### config.mk
export PLATFORM = sky130hd
export DESIGN_NAME = router_pkt_tx
export DESIGN_NICKNAME = d
export VERILOG_FILES = /design/src/rtl/router_pkt_tx.sv
export SDC_FILE = /design/constraint.sdc
export NUM_CORES = 1
export LEC_CHECK = 0
export CORE_MARGIN = 3
export CORE_UTILIZATION = 53
export DETAILED_ROUTE_END_ITERATION = 10
export GPL_TIMING_DRIVEN = 0
export PLACE_DENSITY = 0.69
export SKIP_CTS_REPAIR_TIMING = 1
export SYNTH_ARGS = -nofsm -noshare
export SYNTH_HDL_FRONTEND = slang
export SYNTH_SLANG_ARGS = --single-unit
export TNS_END_PERCENT = 100
### constraint.sdc
create_clock -name clock -period 3.35 [get_ports clock]
set_input_delay 1.005 -clock clock [delete_from_list [all_inputs] [get_ports clock]]
set_output_delay 1.005 -clock clock [all_outputs]
set_load 0.005 [all_outputs]
### src/rtl/router_pkt_tx.sv
// Transmit end of the 1x3 router input protocol: buffers a whole payload, then sends
// header / payload / XOR parity to the router, honouring busy, and reports err afterwards.
module router_pkt_tx #(
  parameter int unsigned MAX_LEN  = 63,
  parameter int unsigned ERR_WAIT = 3
) (
  input  logic       clock,
  input  logic       resetn,
  input  logic       req_valid_i,
  output logic       req_ready_o,
  input  logic [1:0] req_addr_i,
  input  logic [5:0] req_len_i,
  input  logic       pl_valid_i,
  output logic       pl_ready_o,
  input  logic [7:0] pl_data_i,
  input  logic       busy_i,
  input  logic       err_i,
  output logic       pkt_valid_o,
  output logic [7:0] data_out_o,
  output logic       tx_active_o,
  output logic       tx_done_o,
  output logic       tx_err_o,
  output logic       illegal_req_o
);

  typedef enum logic [2:0] {
    StIdle,
    StFill,
    StHeader,
    StPayload,
    StParity,
    StErrWait
  } state_e;

  localparam int unsigned WaitW = (ERR_WAIT > 1) ? $clog2(ERR_WAIT) : 1;
  localparam logic [WaitW-1:0] WaitLast = WaitW'(ERR_WAIT - 1);
  localparam logic [5:0] MaxLenW = 6'(MAX_LEN);

  state_e           state_q, state_d;
  logic [1:0]       addr_q, addr_d;
  logic [5:0]       len_q, len_d;
  logic [5:0]       wr_cnt_q, wr_cnt_d;
  logic [5:0]       rd_cnt_q, rd_cnt_d;
  logic [7:0]       parity_q, parity_d;
  logic [WaitW-1:0] wait_cnt_q, wait_cnt_d;
  logic             err_sticky_q, err_sticky_d;
  logic             tx_done_q, tx_done_d;
  logic             tx_err_q, tx_err_d;
  logic             illegal_q, illegal_d;
  logic [7:0]       buf_q [MAX_LEN];
  logic             buf_we;
  logic             req_illegal;
  logic [7:0]       header;

  assign header      = {len_q, addr_q};
  assign req_illegal = (req_addr_i == 2'd3) || (req_len_i == 6'd0) || (req_len_i > MaxLenW);

  always_comb begin
    state_d      = state_q;
    addr_d       = addr_q;
    len_d        = len_q;
    wr_cnt_d     = wr_cnt_q;
    rd_cnt_d     = rd_cnt_q;
    parity_d     = parity_q;
    wait_cnt_d   = wait_cnt_q;
    err_sticky_d = err_sticky_q;
    tx_done_d    = 1'b0;
    tx_err_d     = 1'b0;
    illegal_d    = 1'b0;
    buf_we       = 1'b0;
    unique case (state_q)
      StIdle: begin
        if (req_valid_i) begin
          if (req_illegal) begin
            illegal_d = 1'b1;
          end else begin
            addr_d   = req_addr_i;
            len_d    = req_len_i;
            parity_d = {req_len_i, req_addr_i};
            wr_cnt_d = '0;
            state_d  = StFill;
          end
        end
      end
      StFill: begin
        if (pl_valid_i) begin
          buf_we   = 1'b1;
          parity_d = parity_q ^ pl_data_i;
          wr_cnt_d = wr_cnt_q + 6'd1;
          if (wr_cnt_q == len_q - 6'd1) state_d = StHeader;
        end
      end
      StHeader: begin
        if (!busy_i) begin
          rd_cnt_d = '0;
          state_d  = StPayload;
        end
      end
      StPayload: begin
        // busy freezes rd_cnt, which also covers the router's post-header stall
        if (!busy_i) begin
          if (rd_cnt_q == len_q - 6'd1) state_d = StParity;
          else                          rd_cnt_d = rd_cnt_q + 6'd1;
        end
      end
      StParity: begin
        if (!busy_i) begin
          wait_cnt_d   = '0;
          err_sticky_d = 1'b0;
          state_d      = StErrWait;
        end
      end
      StErrWait: begin
        err_sticky_d = err_sticky_q | err_i;
        if (wait_cnt_q == WaitLast) begin
          state_d   = StIdle;
          tx_done_d = 1'b1;
          tx_err_d  = err_sticky_q | err_i;
        end else begin
          wait_cnt_d = wait_cnt_q + 1'b1;
        end
      end
      default: state_d = StIdle;
    endcase
  end

  always_ff @(posedge clock) begin
    if (!resetn) begin
      state_q      <= StIdle;
      addr_q       <= '0;
      len_q        <= '0;
      wr_cnt_q     <= '0;
      rd_cnt_q     <= '0;
      parity_q     <= '0;
      wait_cnt_q   <= '0;
      err_sticky_q <= 1'b0;
      tx_done_q    <= 1'b0;
      tx_err_q     <= 1'b0;
      illegal_q    <= 1'b0;
    end else begin
      state_q      <= state_d;
      addr_q       <= addr_d;
      len_q        <= len_d;
      wr_cnt_q     <= wr_cnt_d;
      rd_cnt_q     <= rd_cnt_d;
      parity_q     <= parity_d;
      wait_cnt_q   <= wait_cnt_d;
      err_sticky_q <= err_sticky_d;
      tx_done_q    <= tx_done_d;
      tx_err_q     <= tx_err_d;
      illegal_q    <= illegal_d;
    end
  end

  // Payload storage needs no reset; contents are only read after being written.
  always_ff @(posedge clock) begin
    if (buf_we) buf_q[wr_cnt_q] <= pl_data_i;
  end

  always_comb begin
    req_ready_o = (state_q == StIdle);
    pl_ready_o  = (state_q == StFill);
    pkt_valid_o = (state_q == StHeader) || (state_q == StPayload);
    tx_active_o = (state_q != StIdle);
    data_out_o  = '0;
    case (state_q)
      StHeader:  data_out_o = header;
      StPayload: data_out_o = buf_q[rd_cnt_q];
      StParity:  data_out_o = parity_q;
      default:   data_out_o = '0;
    endcase
  end

  assign tx_done_o     = tx_done_q;
  assign tx_err_o      = tx_err_q;
  assign illegal_req_o = illegal_q;

endmodule
After elaboration in Yosys (flattened, before gate mapping)

Memories as Yosys holds them, arrays and structs flattened. A register that Yosys moved wholly into a read port is not among the register bits.
Index checks and enable logic that the tools add are counted.

Memory bits (writable): 504
Memories: 1
Bits in latches: 0
Memory bits (read-only): 0
Word-level logic and storage cells: 94
Register bits after elaboration: 37

Memory list:

| name  | words | width | rd ports | clocked after Yosys merged registers in | wr ports | line | RTL |
|---|---|---|---|---|---|---|---|
| buf_q | 63    | 8     | 1        | 1                                       | 1        | 50   | `logic [7:0] buf_q [MAX_LEN];` |

Shift-type cells: 0
Eq/ne operators: 20
Muxes and demuxes: 36
Divide/modulo/power cells: 0
Order comparisons: 1
Multipliers: 0
Reductions and logical operators: 18
$add $sub $neg: 4
Bitwise gates (word level): 3

Operators by type and width:

| kind                                                                  | count |
|---|---|
| 6-bit two-way mux                                                     | 8 |
| 3-bit two-way mux                                                     | 9 |
| 8-bit two-way mux                                                     | 3 |
| 6-bit one-hot mux with 2 select lines                                 | 2 |
| 8-bit one-hot mux with 3 select lines                                 | 1 |
| 2-bit != test, second input constant                                  | 10 |
| 3-bit one-hot mux with 6 select lines                                 | 1 |
| 8-bit one-hot mux with 2 select lines                                 | 1 |
| 6-bit by 1-bit adder with 6-bit output, second input constant         | 2 |
| 6-bit equality test                                                   | 2 |
| 3-bit AND reduction                                                   | 4 |
| 9-bit AND reduction                                                   | 1 |
| 4-bit AND reduction                                                   | 2 |
| 8-bit XOR                                                             | 1 |
| 1-bit two-way mux                                                     | 7 |
| 3-bit by 2-bit equality test with 1-bit output, second input constant | 2 |
| 3-bit equality test, second input constant                            | 2 |
| 6-bit greater-than comparator, second input constant                  | 1 |
| 6-bit zero test                                                       | 1 |
| 2-bit nonzero test                                                    | 3 |
| 6-bit by 1-bit subtractor with 6-bit output, second input constant    | 1 |
| 2-bit equality test, second input constant                            | 2 |
| 2-bit two-way mux                                                     | 2 |
| 2-bit one-hot mux with 2 select lines                                 | 1 |
| other kinds (10)                                                      | 13 |

Longest topological paths before layout

Gate-level depths: netlist (run 1).

Word-level depth: 7
Mapped depth: 10

Worst setup path after synthesis (run 1)

Ideal clock, no wire load.

Path type: flip-flop to output port
Start point: register (tool-made name)
End point: output data_out_o[1]
Required time: 2345 ps
Arrival: 2052 ps
Path slack: 293 ps
Stages on the path, launching flop included: 10
Cell sequence: dfxtp_1 buf_4 buf_6 buf_4 buf_4 mux4_2 a22oi_1 a21oi_1 o21ai_0 o211ai_1

RTL lines:

| item             | line | RTL |
|---|---|---|
| end: declaration | 19   | `output logic [7:0] data_out_o,` |

==> results of run 1 <==
-- layout make-up --
type | instances | area share [%]
Sequential cell | 547 | 62.5
Multi-Input combinational cell | 547 | 23.3
Clock buffer | 69 | 5.41
Timing Repair Buffer | 71 | 3.06
Tap cell | 525 | 2.56
Buffer | 65 | 2.38
Clock inverter | 23 | 0.625
Inverter | 12 | 0.176
-- where the power goes --
group          leakage [nW]  internal [W]  switching (W)
registers              4.88       0.00747      0.0000195
logic                  2.28      0.000134       0.000269
clock network         0.753       0.00299        0.00250
-- metal layers --
metal  GRT usage, %  routed length [µm]
met1           36.6               22700
met3           5.11                4800
met5              0                   0
met4           8.59                1850
met2           37.9               26000
-- cells by family (layout without fill, tap and decap cells) --
logic type	count (synthesis)	count (layout)	synth area share [%]
DFF	547	547	72.9
and+or+nand+nor	209	209	4.63
AOI/OAI and AO/OA	152	152	4.71
buffers and inverters	78	240	1.75
xor gates and xnor gates	19	19	0.946
muxes	163	163	14.9
adders and majority gates	4	4	0.228
-- worst register-to-register path: cells and delay by family (launching register included) --
kind,cells,cell delay [ns]
flops,1,0.30
simple gates,4,2.16
buf+inv,2,0.42
-- path summary, 6_finish.rpt --
kind | end | slack, ns | cells after the start
worst max-delay path | data_out_o[3] | -0.83 | 10
worst min-delay path | tx_err_o$_SDFF_PN0_ | 0.51 | 1
worst max register to register | buf_q[59][4]$_DFFE_PP_ | 0.10 | 6
worst min register to register | tx_err_o$_SDFF_PN0_ | 0.51 | 1
-- synth_stat cells, drive strengths merged, types with 2 or more instances --
master and n:
xnor3 3, nor4b 2, clkbuf 29, a221oi 7, buf 37, nor3b 10
nand2 35, or4 2, a21oi 23, inv 12, nor2b 17, dfxtp 43
and2 16, mux2i 27, a21boi 12, a211o 2, nand4 5, a22o 2
nand2b 2, o211ai 8, ha 4, nand3 17, or3 2, o311ai 2
a21o 2, o22ai 2, o311a 2, o21ai 35, a41oi 2, xor2 8
and3 4, edfxtp 504, o21a 3, mux4 130, o2bb2ai 8, mux2 6
a22oi 29, nor2 89, xnor2 8, nand3b 3, a211oi 6, nor3 2
-- stage by stage --
| stage | setup TNS, ns | hold WS, ns | instance area [µm²] |
|---|---|---|---|
| after global routing | -6.74 | 0.534 | 25600 |
| after CTS | -21.98 | 0.513 | 24600 |
| after floorplan | 0 | 0.457 | 22000 |
| after global placement | -332.53 | 0.470 | 23000 |
| after detailed placement | -194.71 | 0.496 | 23100 |
| final | -6.37 | 0.509 | 25600 |
-- flip-flops by register name (all words and copies together), names as in the netlist, 2 cells and up, named ones only --
| name | cells |
|---|---|
| parity_q | 8 |
| state_q | 3 |
| buf_q | 504 |
| wr_cnt_q | 6 |
| addr_q | 2 |
| wait_cnt_q | 2 |
| rd_cnt_q | 6 |
| len_q | 6 |
==> flow_metrics.env, run 1 <==
export IMPL_groute_usage_overall_pct=24.9
export IMPL_final_clock_skew_ns=0.0110
export IMPL_detail_route_vias_per_cell=6.46
export IMPL_cts_sinks=547
export IMPL_pwr_density_cell_nw_per_um2=523
export IMPL_postSynthRegisterBits=547
export IMPL_number_of_antenna_violations_at_the_first_check_in_global_routing=0
export IMPL_first_global_vias=11700
export IMPL_place_congestion=0.877
export IMPL_num_nets_final=1323
export IMPL_multiInputGateArea_um2=5970
export IMPL_start_kind="register"
export IMPL_fill_cells=2697
export IMPL_worstSetupEndpointType="primary output"
export IMPL_design_die_area_um2=43900
export IMPL_final_critical_path_setup_slack_ns=-0.835
export IMPL_dp_cells=1741
export IMPL_kind_of_path_behind_the_tightest_hold_check="register to register"
export IMPL_grt_max_degree=57
export IMPL_ff_latch_area_um2=16000
export IMPL_placement_io_buffers=36
export IMPL_min_from="err_sticky_q$_SDFFE_PN0P_"
export IMPL_period_minus_slack_ns=4.18
export IMPL_pin_count=37
export IMPL_synthDistinctLibCells=60
export IMPL_worstPathBufferInverterCount=5
export IMPL_finalCritPeriodShare_pct=125
export IMPL_path_cells="buf_8 -> buf_12 -> clkbuf_16 -> buf_4 -> mux4_2 -> a22o_4 -> a221oi_4 -> mux2i_1 -> a211o_1 -> dlymetal6s2s_1"
export IMPL_netlist_instances=1172
export IMPL_max_clock_path_buffers=3
export IMPL_maxClockFrequency_mhz=239
export IMPL_cts_root_buffer="clkbuf_16"
export IMPL_utilization_pct=63.6
export IMPL_count_of_routing_violations_after_the_opening_detailed_route_iteration=1477
export IMPL_required_ns=2.34
export IMPL_crit_path_top_delay_cell="mux4_2"
export IMPL_timing_worst_slew_pin_value_ns=0.925
export IMPL_wirelength_per_cell_um=29.8
export IMPL_worst_path_largest_cell_delay_ns=0.51
export IMPL_pre_cts_slack_ns=-1.29
export IMPL_initial_utilization_pct=54.5
export IMPL_post_route_drc_count=0
export IMPL_seq_area_frac_synth_pct=72.9
export IMPL_first_pass_grt_wire_length_um=79700
export IMPL_mappedNetlistArea_um2=22000
export IMPL_worst_path_dominant_cell_family="compound AO/OA/AOI/OAI gates"
export IMPL_grt_setup_unrepaired="yes"
export IMPL_drt_pass1_iter_count=5
export IMPL_clock_tree_htree_level_count=2
export IMPL_clk_insertion_delay_late_ns=0.61
export IMPL_grt_ovfl_total=0
export IMPL_avgSynthCellArea_um2=18.7
export IMPL_dp_final_hpwl_um=35800
export IMPL_synth_main_ff_cell="edfxtp_1"
export IMPL_routed_via_count=12000
export IMPL_synth_edf_count=504
export IMPL_instances_no_fill=1859
export IMPL_die_width_um=210
export IMPL_power_leakage_nw=7.92
export IMPL_totalPowerFinal_w=0.0134
export IMPL_setup_viol=8
export IMPL_synth_top_cell_by_area="edfxtp_1"
export IMPL_worst_r2r_startpoint="state_q[1]$_SDFFE_PN0P_"
export IMPL_critical_path_fanouts_max=5
export IMPL_failing_checks="setup timing"
export IMPL_area_overhead_of_the_layout_relative_to_synthesis_pct=16.7
export IMPL_num_rows=73
export IMPL_outcome="finished with violations"
export IMPL_clk_transition_reported_paths_ns=0.06
export IMPL_drive_gt1_share_pct=27.9
export IMPL_cts_tree="built"
export IMPL_floorplan_die_height_um=210
export IMPL_fraction_of_post_synthesis_cell_area_in_the_top_cell_type_by_area_pct=68.9
export IMPL_post_synth_main_area_contributors="edfxtp_1, mux4_2, dfxtp_1"
export IMPL_peakVddDrop_uv=477
export IMPL_ant_nets=0
export IMPL_setup_worst_path_class="register to primary output"
export IMPL_final_common_cell="edfxtp_1"
export IMPL_worst_endpoint_arrival_ns=3.18
export IMPL_final_hold_viol_count=0
export IMPL_n_antenna_cell=0
export IMPL_synthesis_yosys_warnings=0
export IMPL_numCtsBuffers=53
export IMPL_mappedNetlistNets=1198
export IMPL_count_of_max_cap_constraint_violations=0
export IMPL_layout_cells_most_common_list="edfxtp_1, mux4_2, clkbuf_16"
export IMPL_timing_max_slew_rel_slack_pct=38.1
export IMPL_slew_viol_final=0
export IMPL_detail_route_wirelength_um=55300
export IMPL_fp_coreArea_um2=40300
export IMPL_synth_async_reset_ratio_pct=0
No activity file was read; power rests on OpenSTA's default activity.
==> run 2, diff against run 1 <==
- ABC_CLOCK_PERIOD_IN_PS: not set -> 3350
- GPL_TIMING_DRIVEN: 0 -> not set
==> run 2 against run 1 <==
The flow still finishes with violations (setup timing). Count of clock-buffer cells in the layout down 2. Die area unchanged. Via count up 1.4%. Cell area up 3.7%. Sequential share of layout area down 2.2 points. Largest cell class unchanged. Register-to-register slack better by 0.45 ns.
==> flow_metrics.env, run 2 (synthesis results as in run 1) <==
export IMPL_outcome="finished with violations"
export IMPL_failing_checks="setup timing"
export IMPL_drive_gt1_share_pct=32.8
export IMPL_post_route_drc_count=0
export IMPL_p_int_w=0.0113
export IMPL_grt_max_degree=64
export IMPL_finalCritPeriodShare_pct=122
export IMPL_top_regs="buf_q: 504 flops, parity_q: 8 flops"
export IMPL_timing_worst_slew_pin_value_ns=0.792
export IMPL_grt_ovfl_total=0
export IMPL_clock_tree_htree_level_count=2
export IMPL_num_nets_final=1441
export IMPL_layout_cells_most_common_list="edfxtp_1, buf_4, mux4_2"
export IMPL_worstPathBufferInverterCount=4
export IMPL_top_register="buf_q"
export IMPL_wirelength_per_cell_um=26.1
export IMPL_final_hold_viol_count=0
export IMPL_max_clock_path_buffers=3
export IMPL_worst_path_largest_cell_delay_ns=0.56
export IMPL_dp_final_hpwl_um=33200
export IMPL_utilization_pct=66.0
export IMPL_final_critical_path_setup_slack_ns=-0.722
export IMPL_min_delay_path_depth=1
export IMPL_crit_path_top_delay_cell="mux4_2"
export IMPL_required_ns=2.34
export IMPL_clk_insertion_delay_late_ns=0.61
export IMPL_design_die_area_um2=43900
export IMPL_pin_count=37
export IMPL_routed_via_count=12200
export IMPL_start_kind="register"
export IMPL_numCtsBuffers=54
export IMPL_detail_route_vias_per_cell=6.14
export IMPL_worst_r2r_startpoint="state_q[0]$_SDFFE_PN0P_"
export IMPL_groute_usage_overall_pct=23.3
export IMPL_number_of_antenna_violations_at_the_first_check_in_global_routing=0
export IMPL_power_share_sequential_pct=53.3
export IMPL_switching_share_pct=19.8
export IMPL_power_switching_w=0.00279
export IMPL_maxClockFrequency_mhz=246
export IMPL_dp_cells=1833
export IMPL_reg2reg_depth=8
export IMPL_worst_endpoint_arrival_ns=3.07
export IMPL_multiInputGateArea_um2=5750
export IMPL_largest_register_ffs=504
export IMPL_instances_no_fill=1984
export IMPL_fill_cells=2664
export IMPL_initial_utilization_pct=54.5
export IMPL_r2r_end="buf_q[32][6]$_DFFE_PP_"
export IMPL_floorplan_die_height_um=210
export IMPL_clk_transition_reported_paths_ns=0.06
export IMPL_fp_coreArea_um2=40300
export IMPL_n_antenna_cell=0
export IMPL_ff_latch_area_um2=16000
export IMPL_final_clock_skew_ns=0.0261
export IMPL_cts_sinks=547
export IMPL_reg2reg_setup_slack_ns=0.55
export IMPL_final_common_cell="edfxtp_1"
export IMPL_drt_pass1_iter_count=7
export IMPL_ant_nets=0
export IMPL_grt_setup_unrepaired="yes"
export IMPL_setup_viol=8
export IMPL_cts_root_buffer="clkbuf_16"
export IMPL_placed_cell_area_um2=24100
export IMPL_slew_viol_final=0
export IMPL_kind_of_path_behind_the_tightest_hold_check="register to register"
export IMPL_placement_io_buffers=36
export IMPL_first_pass_grt_wire_length_um=75700
export IMPL_count_of_routing_violations_after_the_opening_detailed_route_iteration=1430
export IMPL_power_leakage_nw=8.68
export IMPL_setup_worst_path_class="register to primary output"
export IMPL_path_cells="buf_6 -> buf_12 -> buf_12 -> mux4_2 -> mux4_2 -> mux2_4 -> nand2_1 -> o211ai_1 -> buf_2"
export IMPL_hold_end="tx_err_o$_SDFF_PN0_"
export IMPL_first_global_vias=11700
export IMPL_period_minus_slack_ns=4.07
export IMPL_total_non_filler_cell_area_in_the_finished_layout_um2=26600
export IMPL_detail_route_wirelength_um=51800
export IMPL_timing_max_slew_rel_slack_pct=47.1
export IMPL_worst_path_dominant_cell_family="multiplexers"
export IMPL_worstSetupEndpointType="primary output"
export IMPL_min_from="err_sticky_q$_SDFFE_PN0P_"
export IMPL_num_rows=73
export IMPL_pwr_share_comb_pct=2.8
export IMPL_cts_tree="built"
export IMPL_place_congestion=0.875
export IMPL_count_of_max_cap_constraint_violations=0
export IMPL_pwr_share_clk_pct=43.9
export IMPL_critical_path_fanouts_max=6
export IMPL_peakVddDrop_uv=412
export IMPL_area_overhead_of_the_layout_relative_to_synthesis_pct=21.0
export IMPL_pwr_density_cell_nw_per_um2=529
export IMPL_die_width_um=210
## run 2: cell count changes in the layout (fill, tap and decap cells not counted), sizes merged
cell,previous run,this run
buf,82,228
bufinv,1,9
clkbuf,101,70
clkinv,18,22
inv,15,13
## run 2: through the flow
| step | hold WS, ns | setup slack [ns] | power (W) | setup TNS [ns] |
|---|---|---|---|---|
| floorplan | 0.457 | 0.293 | 0.00780 | 0 |
| global placement | 0.481 | -0.465 | 0.00801 | -3.03 |
| detailed placement | 0.486 | -0.472 | 0.00802 | -3.10 |
| CTS | 0.510 | -1.10 | 0.0141 | -8.31 |
| global route | 0.543 | -0.784 | 0.0144 | -5.77 |
| finish | 0.500 | -0.722 | 0.0141 | -5.26 |
## run 2: worst max-delay path by stage
stage / startpoint / to / slack, ns / depth (start not counted)
2_1_floorplan: register / data_out_o[1] / 0.29 / 9
6_report: register / data_out_o[0] / -0.72 / 9
4_1_cts: register / data_out_o[4] / -1.10 / 9
3_3_place_gp: register / data_out_o[4] / -0.46 / 9
5_1_grt: register / data_out_o[0] / -0.78 / 9
3_5_place_dp: register / data_out_o[4] / -0.47 / 9
## run 2: cell type report
class / instances / share of cell area [%]
clock buffer: 67 / 5.27
clock inverter: 33 / 1.53
inverter: 12 / 0.170
multi-input combinational: 547 / 21.6
sequential: 547 / 60.2
tap: 525 / 2.47
timing repair buffer: 253 / 8.68
## run 2: power groups by stage
stage / Clock, W / Sequential [W] / Combinational (W)
after detailed placement: 0 / 0.00764 / 0.000384
after global placement: 0 / 0.00764 / 0.000372
final: 0.00617 / 0.00750 / 0.000387
after CTS: 0.00625 / 0.00750 / 0.000384
after global routing: 0.00653 / 0.00749 / 0.000423
after floorplan: 0 / 0.00763 / 0.000170
## run 2: layer usage
layer  part of all wire [%]  GRT usage [%]  wire [µm]  up-vias
li1                       -              -          -     5255
met1                     42           34.2      21600     6324
met2                     48           36.0      24700      510
met3                    7.8           3.83       4030       92
met4                    2.9           8.66       1480        0
met5                      0              0          0        -
